**config.mk**
```make
export PLATFORM = sky130hd
export DESIGN_NAME = hazard_ctrl
export DESIGN_NICKNAME = d
export VERILOG_FILES = /design/src/rtl/hazard_ctrl_pkg.sv /design/src/rtl/hazard_fwd_unit.sv /design/src/rtl/hazard_ctrl.sv
export SDC_FILE = /design/constraint.sdc
export NUM_CORES = 1
export LEC_CHECK = 0
export CAP_MARGIN = 0
export CORE_MARGIN = 4
export CORE_UTILIZATION = 42
export CTS_BUF_LIST = sky130_fd_sc_hd__clkbuf_8
export CTS_CLUSTER_DIAMETER = 30
export DETAILED_ROUTE_END_ITERATION = 16
export GPL_TIMING_DRIVEN = 0
export PLACE_DENSITY = 0.78
export REMOVE_ABC_BUFFERS = 1
export SLEW_MARGIN = 0
export SYNTH_ARGS = -nofsm -noshare
export SYNTH_HDL_FRONTEND = slang
export SYNTH_SLANG_ARGS = --single-unit
export TNS_END_PERCENT = 30
```
**constraint.sdc**
```tcl
create_clock -name clk -period 2.7 [get_ports clk]
set_clock_uncertainty 0.15 [all_clocks]
set_input_delay 0.405 -clock clk [delete_from_list [all_inputs] [get_ports clk]]
set_output_delay 0.405 -clock clk [all_outputs]
set_load 0.01 [all_outputs]
```
**src/rtl/hazard_ctrl_pkg.sv**
```systemverilog
// -----------------------------------------------------------------------------
// hazard_ctrl_pkg
//   Shared definitions for the pipeline hazard controller and its users:
//   - hazard_state_e : controller FSM encodings (RUN / MEM_WAIT)
//   - FWD_REG/FWD_MEM/FWD_WB : EX operand forwarding select codes
//   - INSTR_WIDTH : datapath width of the alu_res muxes driven by fwd_* selects
//   - reg_match() : source/destination compare that never matches register 0
// -----------------------------------------------------------------------------
package hazard_ctrl_pkg;

  localparam int INSTR_WIDTH = 32;
  localparam int REG_W       = 5;

  typedef enum logic [0:0] {
    ST_RUN      = 1'b0,
    ST_MEM_WAIT = 1'b1
  } hazard_state_e;

  localparam logic [1:0] FWD_REG = 2'b00;  // operand from register file
  localparam logic [1:0] FWD_MEM = 2'b01;  // operand from EX_MEM alu_res
  localparam logic [1:0] FWD_WB  = 2'b10;  // operand from write-back value

  // Register 0 is hard-wired zero, so a write to it is never a real producer.
  function automatic logic reg_match(input logic [REG_W-1:0] src,
                                     input logic [REG_W-1:0] dst);
    return (dst != '0) && (src == dst);
  endfunction

endpackage

```
**src/rtl/hazard_fwd_unit.sv**
```systemverilog
// -----------------------------------------------------------------------------
// hazard_fwd_unit
//   Purely combinational forwarding-select logic.
//   Inputs : ex_rs/ex_rt (EX sources), id_rs/id_rt (ID compare sources),
//            mem_rd/mem_w_reg_ena/mem_mem_r (MEM producer),
//            wb_rd/wb_w_reg_ena (WB producer)
//   Outputs: fwd_a/fwd_b (EX operand select), fwd_id_a/fwd_id_b (ID compare
//            operand taken from EX_MEM alu_res)
// -----------------------------------------------------------------------------
module hazard_fwd_unit
  import hazard_ctrl_pkg::*;
(
  input  logic [4:0] ex_rs,
  input  logic [4:0] ex_rt,
  input  logic [4:0] id_rs,
  input  logic [4:0] id_rt,
  input  logic [4:0] mem_rd,
  input  logic       mem_w_reg_ena,
  input  logic       mem_mem_r,
  input  logic [4:0] wb_rd,
  input  logic       wb_w_reg_ena,
  output logic [1:0] fwd_a,
  output logic [1:0] fwd_b,
  output logic       fwd_id_a,
  output logic       fwd_id_b
);

  // A load in MEM has no alu_res worth forwarding; its data arrives in WB.
  logic mem_src_ok;
  assign mem_src_ok = mem_w_reg_ena && !mem_mem_r;

  function automatic logic [1:0] ex_sel(input logic [4:0] src,
                                        input logic [4:0] m_rd, input logic m_ok,
                                        input logic [4:0] w_rd, input logic w_ok);
    if (m_ok && reg_match(src, m_rd)) return FWD_MEM;  // youngest producer wins
    if (w_ok && reg_match(src, w_rd)) return FWD_WB;
    return FWD_REG;
  endfunction

  always_comb begin
    fwd_a    = ex_sel(ex_rs, mem_rd, mem_src_ok, wb_rd, wb_w_reg_ena);
    fwd_b    = ex_sel(ex_rt, mem_rd, mem_src_ok, wb_rd, wb_w_reg_ena);
    fwd_id_a = mem_src_ok && reg_match(id_rs, mem_rd);
    fwd_id_b = mem_src_ok && reg_match(id_rt, mem_rd);
  end

endmodule

```
**src/rtl/hazard_ctrl.sv**
```systemverilog
// -----------------------------------------------------------------------------
// hazard_ctrl
//   Stall/flush controller for the 5-stage core.
//   Inputs : clk, rst (async, active-high); ID/EX/MEM/WB register ids and
//            write/load flags; id_branch/id_br_taken; dmem_req/dmem_ready.
//   Outputs: stall_* (bank hold) and clear_* (bank bubble) for IF_ID, ID_EX,
//            EX_MEM, MEM_WB plus stall_pc; fwd_a/fwd_b/fwd_id_a/fwd_id_b;
//            stall_cnt (saturating count of stall_pc cycles); mem_err (sticky
//            memory-wait timeout); state_dbg (FSM state for observation).
//   Stall priority: memory wait > load-use > branch operand hazard.
// -----------------------------------------------------------------------------
module hazard_ctrl
  import hazard_ctrl_pkg::*;
#(
  parameter int CNT_W       = 32,
  parameter int TO_W        = 8,
  parameter int MEM_TIMEOUT = 255
) (
  input  logic             clk,
  input  logic             rst,
  input  logic [4:0]       id_rs,
  input  logic [4:0]       id_rt,
  input  logic             id_branch,
  input  logic             id_br_taken,
  input  logic [4:0]       ex_rs,
  input  logic [4:0]       ex_rt,
  input  logic [4:0]       ex_rd,
  input  logic             ex_w_reg_ena,
  input  logic             ex_mem_r,
  input  logic [4:0]       mem_rd,
  input  logic             mem_w_reg_ena,
  input  logic             mem_mem_r,
  input  logic             dmem_req,
  input  logic             dmem_ready,
  input  logic [4:0]       wb_rd,
  input  logic             wb_w_reg_ena,
  output logic             stall_pc,
  output logic             stall_if_id,
  output logic             stall_id_ex,
  output logic             stall_ex_mem,
  output logic             stall_mem_wb,
  output logic             clear_if_id,
  output logic             clear_id_ex,
  output logic             clear_ex_mem,
  output logic             clear_mem_wb,
  output logic [1:0]       fwd_a,
  output logic [1:0]       fwd_b,
  output logic             fwd_id_a,
  output logic             fwd_id_b,
  output logic [CNT_W-1:0] stall_cnt,
  output logic             mem_err,
  output hazard_state_e    state_dbg
);

  // Last wait-cycle index before mem_err fires (unused when MEM_TIMEOUT = 0).
  localparam logic [TO_W-1:0] TO_LAST = TO_W'(MEM_TIMEOUT - 1);

  hazard_state_e    state_q, state_d;
  logic [TO_W-1:0]  to_cnt_q, to_cnt_d;
  logic [CNT_W-1:0] stall_cnt_q, stall_cnt_d;
  logic             mem_err_q, mem_err_d;

  logic [1:0] fwd_a_raw, fwd_b_raw;
  logic       fwd_id_a_raw, fwd_id_b_raw;

  logic mem_stall;   // MEM stage waiting on data memory this cycle
  logic ld_use;      // EX load feeds an ID source
  logic br_haz;      // ID branch compare operand not yet available
  logic id_bubble;   // 1-cycle bubble inserted between ID and EX

  hazard_fwd_unit u_fwd (
    .ex_rs        (ex_rs),
    .ex_rt        (ex_rt),
    .id_rs        (id_rs),
    .id_rt        (id_rt),
    .mem_rd       (mem_rd),
    .mem_w_reg_ena(mem_w_reg_ena),
    .mem_mem_r    (mem_mem_r),
    .wb_rd        (wb_rd),
    .wb_w_reg_ena (wb_w_reg_ena),
    .fwd_a        (fwd_a_raw),
    .fwd_b        (fwd_b_raw),
    .fwd_id_a     (fwd_id_a_raw),
    .fwd_id_b     (fwd_id_b_raw)
  );

  // Next-state and stall/clear decode.
  always_comb begin
    state_d   = state_q;
    mem_stall = 1'b0;
    case (state_q)
      ST_RUN: begin
        mem_stall = dmem_req && !dmem_ready;
        if (mem_stall) state_d = ST_MEM_WAIT;
      end
      ST_MEM_WAIT: begin
        // The access is already in flight; only ready releases it.
        mem_stall = !dmem_ready;
        if (dmem_ready) state_d = ST_RUN;
      end
      default: state_d = ST_RUN;
    endcase

    ld_use = ex_mem_r && (reg_match(id_rs, ex_rd) || reg_match(id_rt, ex_rd));
    // A branch behind a load sees the load twice: first in EX (covered by
    // ld_use), then in MEM via the mem_mem_r term, giving two bubbles.
    br_haz = id_branch &&
             ((ex_w_reg_ena && (reg_match(id_rs, ex_rd) || reg_match(id_rt, ex_rd))) ||
              (mem_mem_r   && (reg_match(id_rs, mem_rd) || reg_match(id_rt, mem_rd))));
    id_bubble = !mem_stall && (ld_use || br_haz);

    stall_pc     = mem_stall || id_bubble;
    stall_if_id  = mem_stall || id_bubble;
    stall_id_ex  = mem_stall;
    stall_ex_mem = mem_stall;
    stall_mem_wb = 1'b0;
    // A stalled branch is re-evaluated later, so it only flushes when free.
    clear_if_id  = !stall_pc && id_branch && id_br_taken;
    clear_id_ex  = id_bubble;
    clear_ex_mem = 1'b0;
    clear_mem_wb = mem_stall;
    fwd_a        = fwd_a_raw;
    fwd_b        = fwd_b_raw;
    fwd_id_a     = fwd_id_a_raw;
    fwd_id_b     = fwd_id_b_raw;

    // Counters and sticky error.
    if (mem_stall) to_cnt_d = (to_cnt_q == '1) ? to_cnt_q : to_cnt_q + TO_W'(1);
    else           to_cnt_d = '0;
    mem_err_d = mem_err_q ||
                ((MEM_TIMEOUT != 0) && mem_stall && (to_cnt_q >= TO_LAST));
    stall_cnt_d = (stall_pc && (stall_cnt_q != '1)) ? stall_cnt_q + CNT_W'(1)
                                                    : stall_cnt_q;

    // Reset forces every control output inactive without waiting for a clock.
    if (rst) begin
      stall_pc     = 1'b0;
      stall_if_id  = 1'b0;
      stall_id_ex  = 1'b0;
      stall_ex_mem = 1'b0;
      clear_if_id  = 1'b0;
      clear_id_ex  = 1'b0;
      clear_mem_wb = 1'b0;
      fwd_a        = FWD_REG;
      fwd_b        = FWD_REG;
      fwd_id_a     = 1'b0;
      fwd_id_b     = 1'b0;
    end
  end

  always_ff @(posedge clk or posedge rst) begin
    if (rst) begin
      state_q     <= ST_RUN;
      to_cnt_q    <= '0;
      stall_cnt_q <= '0;
      mem_err_q   <= 1'b0;
    end else begin
      state_q     <= state_d;
      to_cnt_q    <= to_cnt_d;
      stall_cnt_q <= stall_cnt_d;
      mem_err_q   <= mem_err_d;
    end
  end

  assign stall_cnt = stall_cnt_q;
  assign mem_err   = mem_err_q;
  assign state_dbg = state_q;

endmodule

```
* Yosys cells after proc, flatten, opt, wreduce, memory -nomap -nowiden *
Cells that the tools add are included.

storage, ports and cells
  bits of input ports = 46
  register bits = 42
  output and inout port bits = 49

cells by class
  reduce and logical (&&, ||, !) cells = 38
  multiplexer cells = 28
  $lt $le $gt $ge = 1
  bitwise logic cells = 1
  add/sub/neg operators = 2
  eq/ne operators = 11

operators by type and width
  cell                                                             number
  5-bit equality test                                              8
  32-bit by 1-bit adder with 32-bit output, second input constant  1
  32-bit inequality test, second input constant                    1
  1-bit logical AND                                                25
  2-bit 2-to-1 mux                                                 10
  8-bit 2-to-1 mux                                                 2
  5-bit nonzero test                                               3
  1-bit 2-to-1 mux                                                 14
  8-bit by 1-bit adder with 8-bit output, second input constant    1
  8-bit equality test, second input constant                       1
  8-bit greater-or-equal comparator, second input constant         1
  1-bit logical OR                                                 6
  1-bit zero test                                                  4
  1-bit one-hot mux with 2 select lines                            2
  2-bit inequality test, second input constant                     1
  1-bit inverter                                                   1

* Logic depth before layout (Yosys ltp) *
  depth after elaboration = 13
  depth in mapped cells = 10

* By module *
Synthesis repeated with hierarchy kept, for this count alone.

unflattened totals
  cells, all modules = 310
  area, all modules = 2930.3 um^2

by module, submodules not included
  module           area each (um^2)  instances  cells an instance  seq. area each (um^2)
  hazard_ctrl      2503.7            1          256                1051.0
  hazard_fwd_unit  426.7             1          54                 0.0

* Least setup slack after synthesis *
Ideal clock, no wire load.

  path type = input to output
  start point = input port rst
  end point = output port fwd_b[1]
  stages = 5
  buffers on the path = 1
  data arrival time = 2276 ps
  required time = 2145 ps
  path slack = -131 ps
  cell sequence = clkbuf_1 inv_1 o211ai_1 nor4_1 and4_1

between the ends
  cells in the longest elaborated chain, start to end = 1

ends and longest elaborated chain
  element             RTL line            text
  start: declaration  hazard_ctrl.sv:20   input logic rst,
  2-bit 2-to-1 mux    hazard_ctrl.sv:136  if (rst) begin
  end: declaration    hazard_ctrl.sv:47   output logic [1:0] fwd_b,

No other way between the ends.

* Worst setup path after layout *
  start point = input port ex_rd[4]
  end point = output port clear_if_id

between the ends
  cells in the longest elaborated chain, start to end = 13

ends and longest elaborated chain
  element                                                           RTL line                                text
  start: declaration                                                hazard_ctrl.sv:27                       input logic [4:0] ex_rd,
  5-bit equality test / 5-bit nonzero test (equally long branches)  hazard_ctrl_pkg.sv:26                   return (dst != '0) && (src == dst);
  1-bit logical AND                                                 hazard_ctrl_pkg.sv:26
  1-bit logical OR *                                                hazard_ctrl.sv:104, hazard_ctrl.sv:108
  1-bit logical AND                                                 hazard_ctrl.sv:108                      ((ex_w_reg_ena && (reg_match(id_rs, ex_rd) || reg_match(id_rt, ex_rd))) ||
  1-bit logical OR                                                  hazard_ctrl.sv:108
  1-bit logical AND                                                 hazard_ctrl.sv:107                      br_haz = id_branch &&
  1-bit logical OR *                                                hazard_ctrl.sv:110                      id_bubble = !mem_stall && (ld_use || br_haz);
  1-bit logical AND *                                               hazard_ctrl.sv:110
  1-bit logical OR *                                                hazard_ctrl.sv:112                      stall_pc = mem_stall || id_bubble;
  1-bit zero test *                                                 hazard_ctrl.sv:118                      clear_if_id = !stall_pc && id_branch && id_br_taken;
  1-bit logical AND * (2 in a row)                                  hazard_ctrl.sv:118
  1-bit 2-to-1 mux *                                                hazard_ctrl.sv:136
  end: declaration                                                  hazard_ctrl.sv:42                       output logic clear_if_id,

Mark *: on every way between the ends. The rest lies on a longest branch, timed or not.

==> metrics.md <==
| Metric | Value |
|---|---|
| Status | finished clean |
| Pre-CTS setup slack | -1.15 ns |
| Worst path top cell family by delay | simple AND/OR/NAND/NOR gates |
| Cell at the root of the clock tree | clkbuf_8 |
| Worst hold slack | 0.287 ns |
| Most frequent cells in the layout | clkdlybuf4s50_1, xnor2_1, dfrtp_1 |
| Critical path class | input port to output port |
| Synthesis Warnings | 0 |
| Number of antenna cells inserted | 0 |
| Die Y-Extent | 88.6 µm |
| Synth-to-Final Area Change | 41.8% |
| Maximum operating frequency | 370 MHz |
| Number of buffers inserted during clock tree synthesis | 5 |
| Number of DRC markers after the initial detailed-route iteration | 123 |
| Hpwl dp | 5300 µm |
| Worst hold path type | input port to asynchronous set/reset pin |
| Most common cell after layout, fill and taps aside | clkdlybuf4s50_1 |
| Register bit total from synthesis | 42 |
| Startpoint type of the worst setup path | input port |
| Unrepaired setup endpoints after global routing | yes |
| Final WS setup | 0.000594 ns |
| Number of instances in the synthesized netlist | 299 |
| CTS H-tree depth | 2 |
| Worst slew pin tran | 0.744 ns |
| Leakage power | 1.68 nW |
| IR Drop Worst-Case VDD | 0.000366 V |
| DRC | 0 |
| Total gr overflow | 0 |
| Chain of cells forming the critical path | clkdlybuf4s15_1 -> or4_4 -> nor2_4 -> a211oi_4 -> or3_4 -> nor3_2 -> buf_2 |
| Placed Instance Area | 0.00364 mm² |
| Critical path peak fanout | 3 |
| Routed via count | 2548 |
| Part of the cycle the worst path needs | 100% |
| Port Buffer Count | 92 |
| Vias in the first global route | 2702 |
| Cell area after synthesis | 0.00273 mm² |
| Post-synthesis sequential area ratio | 38.5% |
| Category of the worst setup path capture point | output port |
| Total Die Area | 0.00785 mm² |
| Pwr dens | 469 mW/mm² |
| Distinct cell type count of the synthesized netlist | 38 |
| Max stage delay cell, worst path | or4_4 |
| Final cell utilization of the core | 61.3% |
| Total Power | 1.82 mW |
| Final-layout setup total negative slack | 0 ns |
| I/O pin count | 95 |
| TritonCTS clock tree | done |
| Mean instance size in the synthesized netlist | 9.13 µm² |
| Cell Rows | 29 |
| Crit path buf inv count | 2 |
| Final setup viols | 0 |
| Drt wl/cell | 15.6 µm |
| Residual antenna-violating net count after detailed routing | 0 |
| Clock Tree Buf Depth | 2 |
| Maxcap violations | 0 |
| Antenna violations before repair | 0 |
| Final weighted congestion in routability-driven placement | 0.874 |
| Clock latency of the later-clocked register in the worst-skew pair | 0.30 ns |
| Post-layout minimum cycle time | 2.70 ns |
| Fraction of final layout cells sized beyond drive strength 1 | 10.4% |
| Final Non-Filler Cells | 463 |
| First-pass GRT wire length | 12300 µm |
| Summed area of non-filler cells in the final layout | 0.00387 mm² |
| Slew HR | 50.0% |
| Routed vias/inst | 5.50 |
| Clock slew at reported path FFs | 0.09 ns |
| CP required | 2.14 ns |
| Detailed-routing iteration count for the pre-antenna-repair pass | 4 |
| Endpoints failing hold | 0 |
| Overall global routing resource usage | 19.8% |
| Core Box Area | 0.00631 mm² |
| Data arrival time at the worst-slack endpoint | 2.14 ns |
| Sink Count | 42 |
| Final-report max-slew violation count | 0 |
| Die W | 88.6 µm |
| Largest net degree at the start of global routing | 34 |
| Longest individual stage delay on the worst path | 0.59 ns |
| Final net count | 434 |
| Routed WL | 7240 µm |
| Placed Cells | 450 |
| Initial standard-cell utilization of the core | 43.2% |
[cells by family after synthesis]
| logic type | share of synthesized area (%) |
|---|---|
| buffers and inverters | 5.45 |
| XOR/XNOR | 22.5 |
| multiplexers | 1.24 |
| other | 0.137 |
| flip-flops | 38.5 |
| AO/OA/AOI/OAI | 3.80 |
| AND/OR/NAND/NOR | 27.0 |
| adder cells (fa/ha/maj) | 1.38 |
[per-layer routing]
layer,wire length (µm),global-route usage (%),vias to the layer above
li1,-,-,1199
met5,0,0,-
met3,588,4.84,16
met2,3670,33.8,108
met4,142,8.65,0
met1,2850,23.6,1225
[area by class of cell]
class	instances	area [µm²]
Inverter	5	21.3
Multi-Input combinational cell	234	1620
Fill cell	543	2440
Clock inverter	2	60.1
Tap cell	77	96.3
Clock buffer	6	82.6
Timing Repair Buffer	97	945
Sequential cell	42	1050
[flip-flops by register name, indices dropped and copies added (netlist names)]
name / cells
to_cnt_q: 8
mem_err: 1
state_dbg: 1
stall_cnt: 32
[path summary, 6_finish.rpt]
kind                               start  slack, ns            end  cells after the start
max in group asynchronous            rst       1.93  stall_cnt[16]                      3
min in group clk                 mem_err       0.33        mem_err                      2
max reg2reg                stall_cnt[17]       0.14   stall_cnt[1]                      6
min reg2reg                      mem_err       0.33        mem_err                      2
max                             ex_rd[4]     0.0006    clear_if_id                      7
min                                  rst       0.29  stall_cnt[14]                      3
[timing repair]
action	in CTS	in global routing
endpoints found under the setup margin	42	8
setup buffers	4	0
cloned	1	0
pin swaps	8	10
gates resized for setup	53	17
hold buffers	0	0
[where the power goes]
group          switching [mW]  total [mW]  internal, mW
registers              0.0665       0.746         0.679
logic                   0.203       0.448         0.245
clock network           0.227       0.622         0.395
total                   0.497        1.82          1.32
[cell usage after synthesis]
cell | count | area (µm²)
clkbuf_2 | 1 | 5.00
or3_1 | 1 | 6.26
buf_4 | 5 | 37.5
nor3_1 | 16 | 80.1
a21o_1 | 1 | 7.51
and4_1 | 3 | 26.3
and3_1 | 15 | 93.8
a21oi_1 | 4 | 20.0
or2_2 | 2 | 12.5
and2_1 | 3 | 18.8
inv_1 | 5 | 18.8
xor2_1 | 26 | 228
nand2b_1 | 1 | 6.26
or4_1 | 2 | 15.0
nor4_1 | 3 | 18.8
o21ai_0 | 3 | 15.0
buf_6 | 2 | 22.5
o41ai_1 | 1 | 8.76
nor4bb_1 | 1 | 10.0
mux2_2 | 3 | 33.8
nor4_2 | 1 | 12.5
nand2_1 | 18 | 67.6
xnor2_1 | 44 | 385
a31oi_1 | 1 | 6.26
buf_2 | 7 | 35.0
o211ai_1 | 2 | 15.0
a311oi_1 | 1 | 8.76
ha_1 | 3 | 37.5
buf_8 | 1 | 15.0
nor2_1 | 22 | 82.6
a211oi_1 | 3 | 22.5
dfrtp_1 | 42 | 1050
nand4_1 | 14 | 87.6
clkbuf_1 | 4 | 15.0
conb_1 | 1 | 3.75
nor3b_1 | 2 | 15.0
nand3b_1 | 4 | 30.0
nand3_1 | 31 | 155
[worst min-delay path, cell delays in order]
cell and delay (ns):
dlygate4sd2_1 0.37, inv_4 0.12, buf_12 0.21
Power figures use the tool's default switching activity.
